[src/rtl/game_round_ctrl.sv]
// ---------------------------------------------------------------------------
// game_round_ctrl
//
// Round controller for a basketball arcade game. It times a round in whole
// seconds, counts debounced baskets from the hoop switch, and latches the
// final score for the leaderboard when the round ends.
//
// Ports
//   clock       : system clock
//   reset       : synchronous, active-low reset
//   start       : high level in IDLE or OVER starts a new round
//   pause       : level-sensitive freeze of a running round
//   hoop_in     : raw asynchronous hoop switch
//   state       : 0=IDLE, 1=PLAY, 2=PAUSE, 3=OVER
//   time_left   : seconds remaining in the round
//   time_bcd    : tens:ones BCD of min(time_left, 99)
//   score       : current score (saturating)
//   score_bcd   : tens:ones BCD of min(score, 99)
//   round_done  : one-cycle pulse on the edge the round ends
//   final_score : score latched at the end of the round
//
// Build option
//   GAME_ROUND_BONUS_EN : when defined, a basket scored while
//                         time_left <= BONUS_SECS is worth 2 points.
// ---------------------------------------------------------------------------
module game_round_ctrl #(
  parameter int TICKS_PER_SEC = 50000000,
  parameter int TIME_W        = 8,
  parameter int START_SECS    = 60,
  parameter int SCORE_W       = 8,
  parameter int DEBOUNCE_CYC  = 500000,
  parameter int BONUS_SECS    = 10
) (
  input  logic               clock,
  input  logic               reset,
  input  logic               start,
  input  logic               pause,
  input  logic               hoop_in,
  output logic [1:0]         state,
  output logic [TIME_W-1:0]  time_left,
  output logic [7:0]         time_bcd,
  output logic [SCORE_W-1:0] score,
  output logic [7:0]         score_bcd,
  output logic               round_done,
  output logic [SCORE_W-1:0] final_score
);

  typedef enum logic [1:0] {
    IDLE  = 2'd0,
    PLAY  = 2'd1,
    PAUSE = 2'd2,
    OVER  = 2'd3
  } state_t;

  localparam int PRE_W = (TICKS_PER_SEC > 1) ? $clog2(TICKS_PER_SEC) : 1;
  localparam logic [PRE_W-1:0] PRE_LAST = PRE_W'(TICKS_PER_SEC - 1);
  localparam int DEB_W = (DEBOUNCE_CYC > 1) ? $clog2(DEBOUNCE_CYC) : 1;
  localparam logic [DEB_W-1:0] DEB_LAST = DEB_W'(DEBOUNCE_CYC - 1);
  localparam int SUM_W = SCORE_W + 1;

  state_t             state_q, state_d;
  logic               in_play;
  logic               start_round, tick, last_tick, basket;
  logic               hoop_meta, hoop_sync, hoop_deb, hoop_deb_q;
  logic [DEB_W-1:0]   deb_cnt;
  logic [PRE_W-1:0]   presc;
  logic [1:0]         score_step;
  logic [SUM_W-1:0]   score_sum;
  logic [SCORE_W-1:0] score_next;

  // Clamp to 0..99 and split into two BCD digits.
  function automatic logic [7:0] to_bcd99(input logic [31:0] value);
    logic [6:0] clamped;
    logic [3:0] tens;
    clamped = (value > 32'd99) ? 7'd99 : value[6:0];
    tens    = 4'd0;
    for (int i = 1; i < 10; i++) begin
      if (clamped >= 7'(i * 10)) tens = 4'(i);
    end
    return {tens, 4'(clamped - 7'(tens) * 7'd10)};
  endfunction

  // -------------------------------------------------------------------------
  // Hoop input: 2-flop synchroniser, then a debouncer that only adopts the
  // synchronised level once it has disagreed for DEBOUNCE_CYC straight cycles.
  // -------------------------------------------------------------------------
  // NOTE: clocked state uses non-blocking assignments so every flop samples
  // the pre-edge values, independent of statement order.
  always_ff @(posedge clock) begin
    if (!reset) begin
      hoop_meta  <= 1'b0;
      hoop_sync  <= 1'b0;
      hoop_deb   <= 1'b0;
      hoop_deb_q <= 1'b0;
      deb_cnt    <= '0;
    end else begin
      hoop_meta  <= hoop_in;
      hoop_sync  <= hoop_meta;
      hoop_deb_q <= hoop_deb;
      if (hoop_sync == hoop_deb) begin
        deb_cnt <= '0;
      end else if (deb_cnt == DEB_LAST) begin
        hoop_deb <= hoop_sync;
        deb_cnt  <= '0;
      end else begin
        deb_cnt <= deb_cnt + DEB_W'(1);
      end
    end
  end

  // Debounced rising edge, seen the cycle after the debounced level flips.
  assign basket = hoop_deb & ~hoop_deb_q;

  // -------------------------------------------------------------------------
  // Round FSM
  // -------------------------------------------------------------------------
  always_ff @(posedge clock) begin
    if (!reset) state_q <= IDLE;
    else        state_q <= state_d;
  end

  assign start_round = ((state_q == IDLE) || (state_q == OVER)) && start;
  assign tick        = in_play && (presc == PRE_LAST);
  assign last_tick   = tick && (time_left == TIME_W'(1));

  // NOTE: combinational blocks assign a default first so no path leaves a
  // signal unassigned, which would otherwise infer a latch.
  always_comb begin
    state_d = state_q;
    case (state_q)
      IDLE, OVER: if (start) state_d = PLAY;
      PLAY: begin
        // The final tick wins over a simultaneous pause request.
        if (last_tick)  state_d = OVER;
        else if (pause) state_d = PAUSE;
      end
      PAUSE:      if (!pause) state_d = PLAY;
      default:    state_d = IDLE;
    endcase
  end

  always_comb begin
    state   = state_q;
    in_play = (state_q == PLAY);
  end

  // -------------------------------------------------------------------------
  // Basket value and saturating add
  // -------------------------------------------------------------------------
`ifdef GAME_ROUND_BONUS_EN
  assign score_step = (32'(time_left) <= 32'(BONUS_SECS)) ? 2'd2 : 2'd1;
`else
  logic bonus_unused;
  assign score_step   = 2'd1;
  assign bonus_unused = (BONUS_SECS != 0);
`endif

  assign score_sum  = {1'b0, score} + SUM_W'(score_step);
  // The step is at most 2, so any overflow shows up in the carry bit.
  assign score_next = score_sum[SCORE_W] ? {SCORE_W{1'b1}} : score_sum[SCORE_W-1:0];

  // -------------------------------------------------------------------------
  // Round datapath: prescaler, seconds, score, end-of-round latch
  // -------------------------------------------------------------------------
  always_ff @(posedge clock) begin
    if (!reset) begin
      presc       <= '0;
      time_left   <= TIME_W'(START_SECS);
      score       <= '0;
      final_score <= '0;
      round_done  <= 1'b0;
    end else begin
      round_done <= 1'b0;
      if (start_round) begin
        presc     <= '0;
        time_left <= TIME_W'(START_SECS);
        score     <= '0;
      end else if (in_play) begin
        if (basket) score <= score_next;
        if (tick) begin
          presc     <= '0;
          time_left <= time_left - TIME_W'(1);
          if (last_tick) begin
            round_done  <= 1'b1;
            // Include a basket landing on the same edge as the final tick.
            final_score <= basket ? score_next : score;
          end
        end else begin
          presc <= presc + PRE_W'(1);
        end
      end
    end
  end

  assign time_bcd  = to_bcd99(32'(time_left));
  assign score_bcd = to_bcd99(32'(score));

endmodule

[config.mk]
export PLATFORM = sky130hd
export DESIGN_NAME = game_round_ctrl
export DESIGN_NICKNAME = d
export VERILOG_FILES = /design/src/rtl/game_round_ctrl.sv
export SDC_FILE = /design/constraint.sdc
export NUM_CORES = 1
export LEC_CHECK = 0
export ABC_AREA = 1
export ABC_CLOCK_PERIOD_IN_PS = 6500
export CAP_MARGIN = 20
export CORE_UTILIZATION = 56
export DETAILED_ROUTE_END_ITERATION = 7
export GPL_TIMING_DRIVEN = 0
export PLACE_DENSITY = 0.79
export SYNTH_ARGS = -nofsm -noshare
export SYNTH_HDL_FRONTEND = slang
export SYNTH_SLANG_ARGS = --single-unit
[constraint.sdc]
create_clock -name clock -period 6.5 [get_ports clock]
set_input_delay 0.65 -clock clock [delete_from_list [all_inputs] [get_ports clock]]
set_output_delay 0.65 -clock clock [all_outputs]
set_load 0.01 [all_outputs]
Word-level counts from Yosys, hierarchy flattened:

Cells that the tools add are included.

* $lt $le $gt $ge: 20
* add/sub/neg operators: 6
* mux-type cells: 29
* reduce and logical (&&, ||, !) cells: 13
* $mul: 2
* bitwise gates (word level): 7
* equal/unequal tests: 10

Operator list (count)
* 2-to-1 mux 4 bit: 16
* >= comparator 7 x 6 -> 1 bit (second input constant): 6
* >= comparator 7 bit (second input constant): 6
* >= comparator 7 x 5 -> 1 bit (second input constant): 4
* adder 26 x 1 -> 26 bit (second input constant): 1
* equality test 26 bit (second input constant): 1
* 2-to-1 mux 26 bit: 1
* adder 19 x 1 -> 19 bit (second input constant): 1
* equality test 19 bit (second input constant): 1
* greater-than comparator 8 x 7 -> 1 bit (second input constant): 2
* 2-to-1 mux 8 bit: 2
* >= comparator 7 x 4 -> 1 bit (second input constant): 2
* 2-to-1 mux 7 bit: 2
* adder 8 x 1 -> 9 bit (second input constant): 1
* equality test 8 x 1 -> 1 bit (second input constant): 1
* multiplier 4 x 3 -> 3 bit (second input constant): 2
* 2-to-1 mux 2 bit: 4
* subtractor 4 bit: 2
* subtractor 8 x 1 -> 8 bit (second input constant): 1
* NOT 1 bit: 6
* case mux 2 bit (3 select lines): 1
* equality test 2 bit (second input constant): 2
* != test 2 bit (second input constant): 2
* AND reduction 2 bit: 2
* other kinds (13): 18

* output and inout port bits: 43
* bits of input ports: 5
* register bits: 76

Logic depth before layout (Yosys ltp):

* depth after elaboration: 14
* gate-level depth with buffers: 23

Worst setup path before layout:

Ideal clock, no wire load.

* kind: register to output
* start: reg score[1]
* end: out score_bcd[3]
* required time: 5850 ps
* arrival time: 2613 ps
* path slack: 3237 ps
* cell stages (with the launch flop): 22
* path through: dfxtp_1 -> ha_1 -> inv_1 -> nor2_1 -> nand3_1 -> nand3_2 -> nand2_1 -> nor2_1 -> inv_1 -> a21oi_1 -> nand2_1 -> nand2_1 -> nand2_1 -> nand2_1 -> nand2_1 -> ha_1 -> fa_1 -> inv_1 -> xor2_1 -> inv_1 -> nand3_1 -> nand2_1

* longest elaborated chain between the ends: 14
* elaborated cells on any way between the ends: 22

Ends and longest elaborated chain
* start: declaration: RTL line 42 `output logic [SCORE_W-1:0] score,`
* start signal: assignment: RTL line 179 `if (basket) score <= score_next;`
* greater-than comparator 8 x 7 -> 1 bit: RTL line 75 `clamped = (value > 32'd99) ? 7'd99 : value[6:0];`
* 2-to-1 mux 7 bit (*): RTL line 75
* >= comparator 7 x 4 -> 1 bit: RTL line 78 `if (clamped >= 7'(i * 10)) tens = 4'(i);`
* 2-to-1 mux 1 bit: RTL line 78
* 2-to-1 mux 4 bit (7 in series): RTL line 78
* 2-to-1 mux 4 bit (*): RTL line 78
* named net score_bcd[4]: RTL line 43 `output logic [7:0] score_bcd,`
* multiplier 4 x 3 -> 3 bit (*): RTL line 80 `return {tens, 4'(clamped - 7'(tens) * 7'd10)};`
* subtractor 4 bit (*): RTL line 80
* end: declaration: RTL line 43

The timed path passes the listed nets; every way through them passes the cells marked *.

Worst setup path in the final report:

* start: reg score[1]
* end: out score_bcd[3]

* longest elaborated chain between the ends: 14
* elaborated cells on any way between the ends: 22

Ends and longest elaborated chain (RTL line)
* greater-than comparator 8 x 7 -> 1 bit: 75
* 2-to-1 mux 7 bit (*): 75
* >= comparator 7 x 4 -> 1 bit: 78
* 2-to-1 mux 1 bit: 78
* 2-to-1 mux 4 bit (8 in series): 78
* multiplier 4 x 3 -> 3 bit: 80
* subtractor 4 bit (*): 80

Every way passes the cells marked *; elsewhere a longest branch is shown, timed or not.

==> results.cfg <==
[status]
outcome = completed

[clock_tree]
cts_tree = built
holdBufCountCts = 0
cts_resized = 0
clockBufferDepth = 2
cts.sinks = 76
root_buffer = clkbuf_8
htreeDepth = 3
clk_pin_slew_ns = 0.09
cts_setup_buffers = 0
numCtsBuffers = 9
insertion_delay_ns = 0.36

[floorplanning]
core.rowCount = 31
start_util_pct = 59.20
die_h_um = 90.50
die_w_um = 90.50
core_um2 = 7408
ioPinCount = 48
dieArea_um2 = 8189

[route]
wl_met1_mm = 4.599
drc = 0
avgRoutedWirePerCell_um = 12.18
drt_iter0_drc = 189
ant_nets = 0
wl_mm = 9.634
dr_wl_met3_um = 447
routed_via_density = 5.288
top_layer = met4
drt_first_pass_iters = 5
dr_wl_met2_mm = 4.477
vias = 4183

[worst_setup_path]
crit_required_ns = 5.85
cp-end-kind = output port
crit_arrival_ns = 3.69
critical_path.max_fanout = 9
critPathKind = flip-flop to output port
cp-start-kind = flip-flop

[yosys]
ys_seq_area_share_pct = 34.69
postSynthCellCount = 629
yosys_register_bits = 76
ys_warn_count = 0
syn_avg_cell_area_um2 = 6.972
ys_types = 49
syn_area_um2 = 4385
synth_fp_nets = 645

[timing]
fin_skew_ns = 0.01556
finalCriticalPeriod_ns = 4.339
worst_pin_slew_ns = 0.5567
hold_slack_ns = 0.4180
maxSlewViolCount = 0
tns_ns = 0
period_share_pct = 66.75
rsz0062_at_grt = false
timing.fmax_mhz = 230.5
slew_headroom_pct = 62.55
finalSetupViolCount = 0
hold_viol_final = 0

[power]
p_leak_nw = 2.145
peakVddDrop_mv = 0.2632
p_per_area_nw_per_um2 = 282.4

[placement]
placed_cell_area_um2 = 4980
dpl.hpwl_mm = 7.455
routabilityCongestion = 0.8956
port_buffers = 47

[cells_and_area]
final_common_cell = nand2_1
final_util_pct = 69.84
layout_common_cells = 112 x nand2_1, 101 x inv_1, 76 x dfxtp_1
fin_nets = 703
syn_to_final_growth_pct = 17.97
n_antenna_cell = 0
stdcell_area_um2 = 5174
layout-drive-gt1-share_pct = 10.40

[grt]
grt_overflow = 0
grt.total_usage_pct = 24.16
grt_max_degree = 17
grt_pass1_vias = 3681
grt_first_pass_wirelength_mm = 16.24
antenna_found_initial = 0

[worst_hold_path]
hold_class = flip-flop to flip-flop

[flow_run]
drv_cap = 0
## Yosys cell counts, drive strengths merged
master / instances / share of area (%)
dfxtp: 76 / 35
or4: 1 / 0.17
o211ai: 5 / 0.86
a211oi: 2 / 0.34
o21ai: 41 / 4.7
a21o: 1 / 0.17
nor4: 10 / 1.8
o211a: 1 / 0.23
nand3b: 1 / 0.17
o21a: 4 / 0.68
nor3: 27 / 4.1
inv: 109 / 9.3
nor4b: 1 / 0.20
xnor2: 4 / 0.80
nand2: 122 / 11
a311oi: 1 / 0.20
a31oi: 5 / 0.71
clkinv: 1 / 0.086
nor2: 77 / 8.0
ha: 9 / 2.6
o31ai: 2 / 0.34
buf: 7 / 0.94
xor2: 7 / 1.4
fa: 2 / 0.91
a21oi: 43 / 5.2
and3: 2 / 0.29
a22oi: 1 / 0.17
nand4: 11 / 1.7
nor3b: 8 / 1.7
o221a: 2 / 0.51
nand3: 40 / 5.3
clkbuf: 6 / 0.51
## path summary, 6_finish.rpt
check | startpoint | endpoint | slack [ns] | cells past startpoint
setup reg to reg | state[1]$_SDFFE_PN0P_ | time_left[7]$_SDFFE_PP0P_ | 4.28 | 11
hold / removal | hoop_meta$_SDFF_PN0_ | hoop_sync$_SDFF_PN0_ | 0.42 | 2
hold reg to reg | hoop_meta$_SDFF_PN0_ | hoop_sync$_SDFF_PN0_ | 0.42 | 2
setup / recovery | score[1]$_SDFFE_PP0P_ | score_bcd[3] | 2.16 | 22
## critical path: stages (launching register included)
cell and delay, ns:
dfxtp_1 0.46, ha_1 0.19, inv_1 0.08, nor2_1 0.11, nand3_1 0.09, nand3_2 0.18, nand2_1 0.10, nor2_1 0.13
inv_1 0.06, a21oi_1 0.16, nand2_1 0.07, nand2_1 0.05, nand2_1 0.06, nand2_1 0.08, nand2_1 0.08, ha_1 0.20
fa_1 0.36, inv_1 0.07, xor2_1 0.18, inv_1 0.06, nand3_1 0.08, nand2_1 0.05, clkdlybuf4s50_1 0.46
## area by class of cell
| type | instances | area, um^2 |
|---|---|---|
| fillers | 655 | 2235 |
| repair buffers | 47 | 470.5 |
| well taps | 99 | 123.9 |
| inverters | 110 | 412.9 |
| multi-input cells | 430 | 2387 |
| clock inverters | 7 | 70.07 |
| flip-flops and latches | 76 | 1521 |
| clock buffers | 9 | 123.9 |
| plain buffers | 13 | 63.81 |
## logic make-up (layout without fill, tap and decap cells)
| family | after synthesis | in the layout | share of synthesized area, % |
|---|---|---|---|
| xor gates and xnor gates | 11 | 11 | 2.197 |
| AOI/OAI and AO/OA | 108 | 108 | 14.15 |
| and+or+nand+nor | 300 | 300 | 34.61 |
| buffers and inverters | 123 | 186 | 10.87 |
| adders and majority gates | 11 | 11 | 3.481 |
| DFF | 76 | 76 | 34.69 |
## metal layers
metal / up-vias / track usage, %
met3: 14 / 4.714
met2: 108 / 38.26
met4: 0 / 8.602
met5: - / 0
li1: 2173 / -
met1: 1888 / 32.62
## through the flow
stage / setup WS, ns / instances / total power, mW
after global routing: 1.897 / 791 / 1.559
final: 2.161 / 791 / 1.461
after floorplan: 3.237 / 629 / 0.8780
after CTS: 2.185 / 791 / 1.473
after global placement: 2.642 / 775 / 1.114
after detailed placement: 2.594 / 775 / 1.130
## report_power, final
part	internal (mW)	switching (mW)	leakage, nW
sequential	0.490	0.0290	0.614
clock	0.148	0.194	0.0951
combinational	0.269	0.331	1.44
total	0.907	0.553	2.15
## registers in the layout, indices dropped and copies added, names as in the netlist
register and cells:
presc 26, state 2, hoop_deb_q 1, hoop_deb 1, hoop_sync 1, round_done 1, final_score 8, deb_cnt 19
hoop_meta 1, time_left 8, score 8
Note: power is estimated with default switching activity, not from simulation.
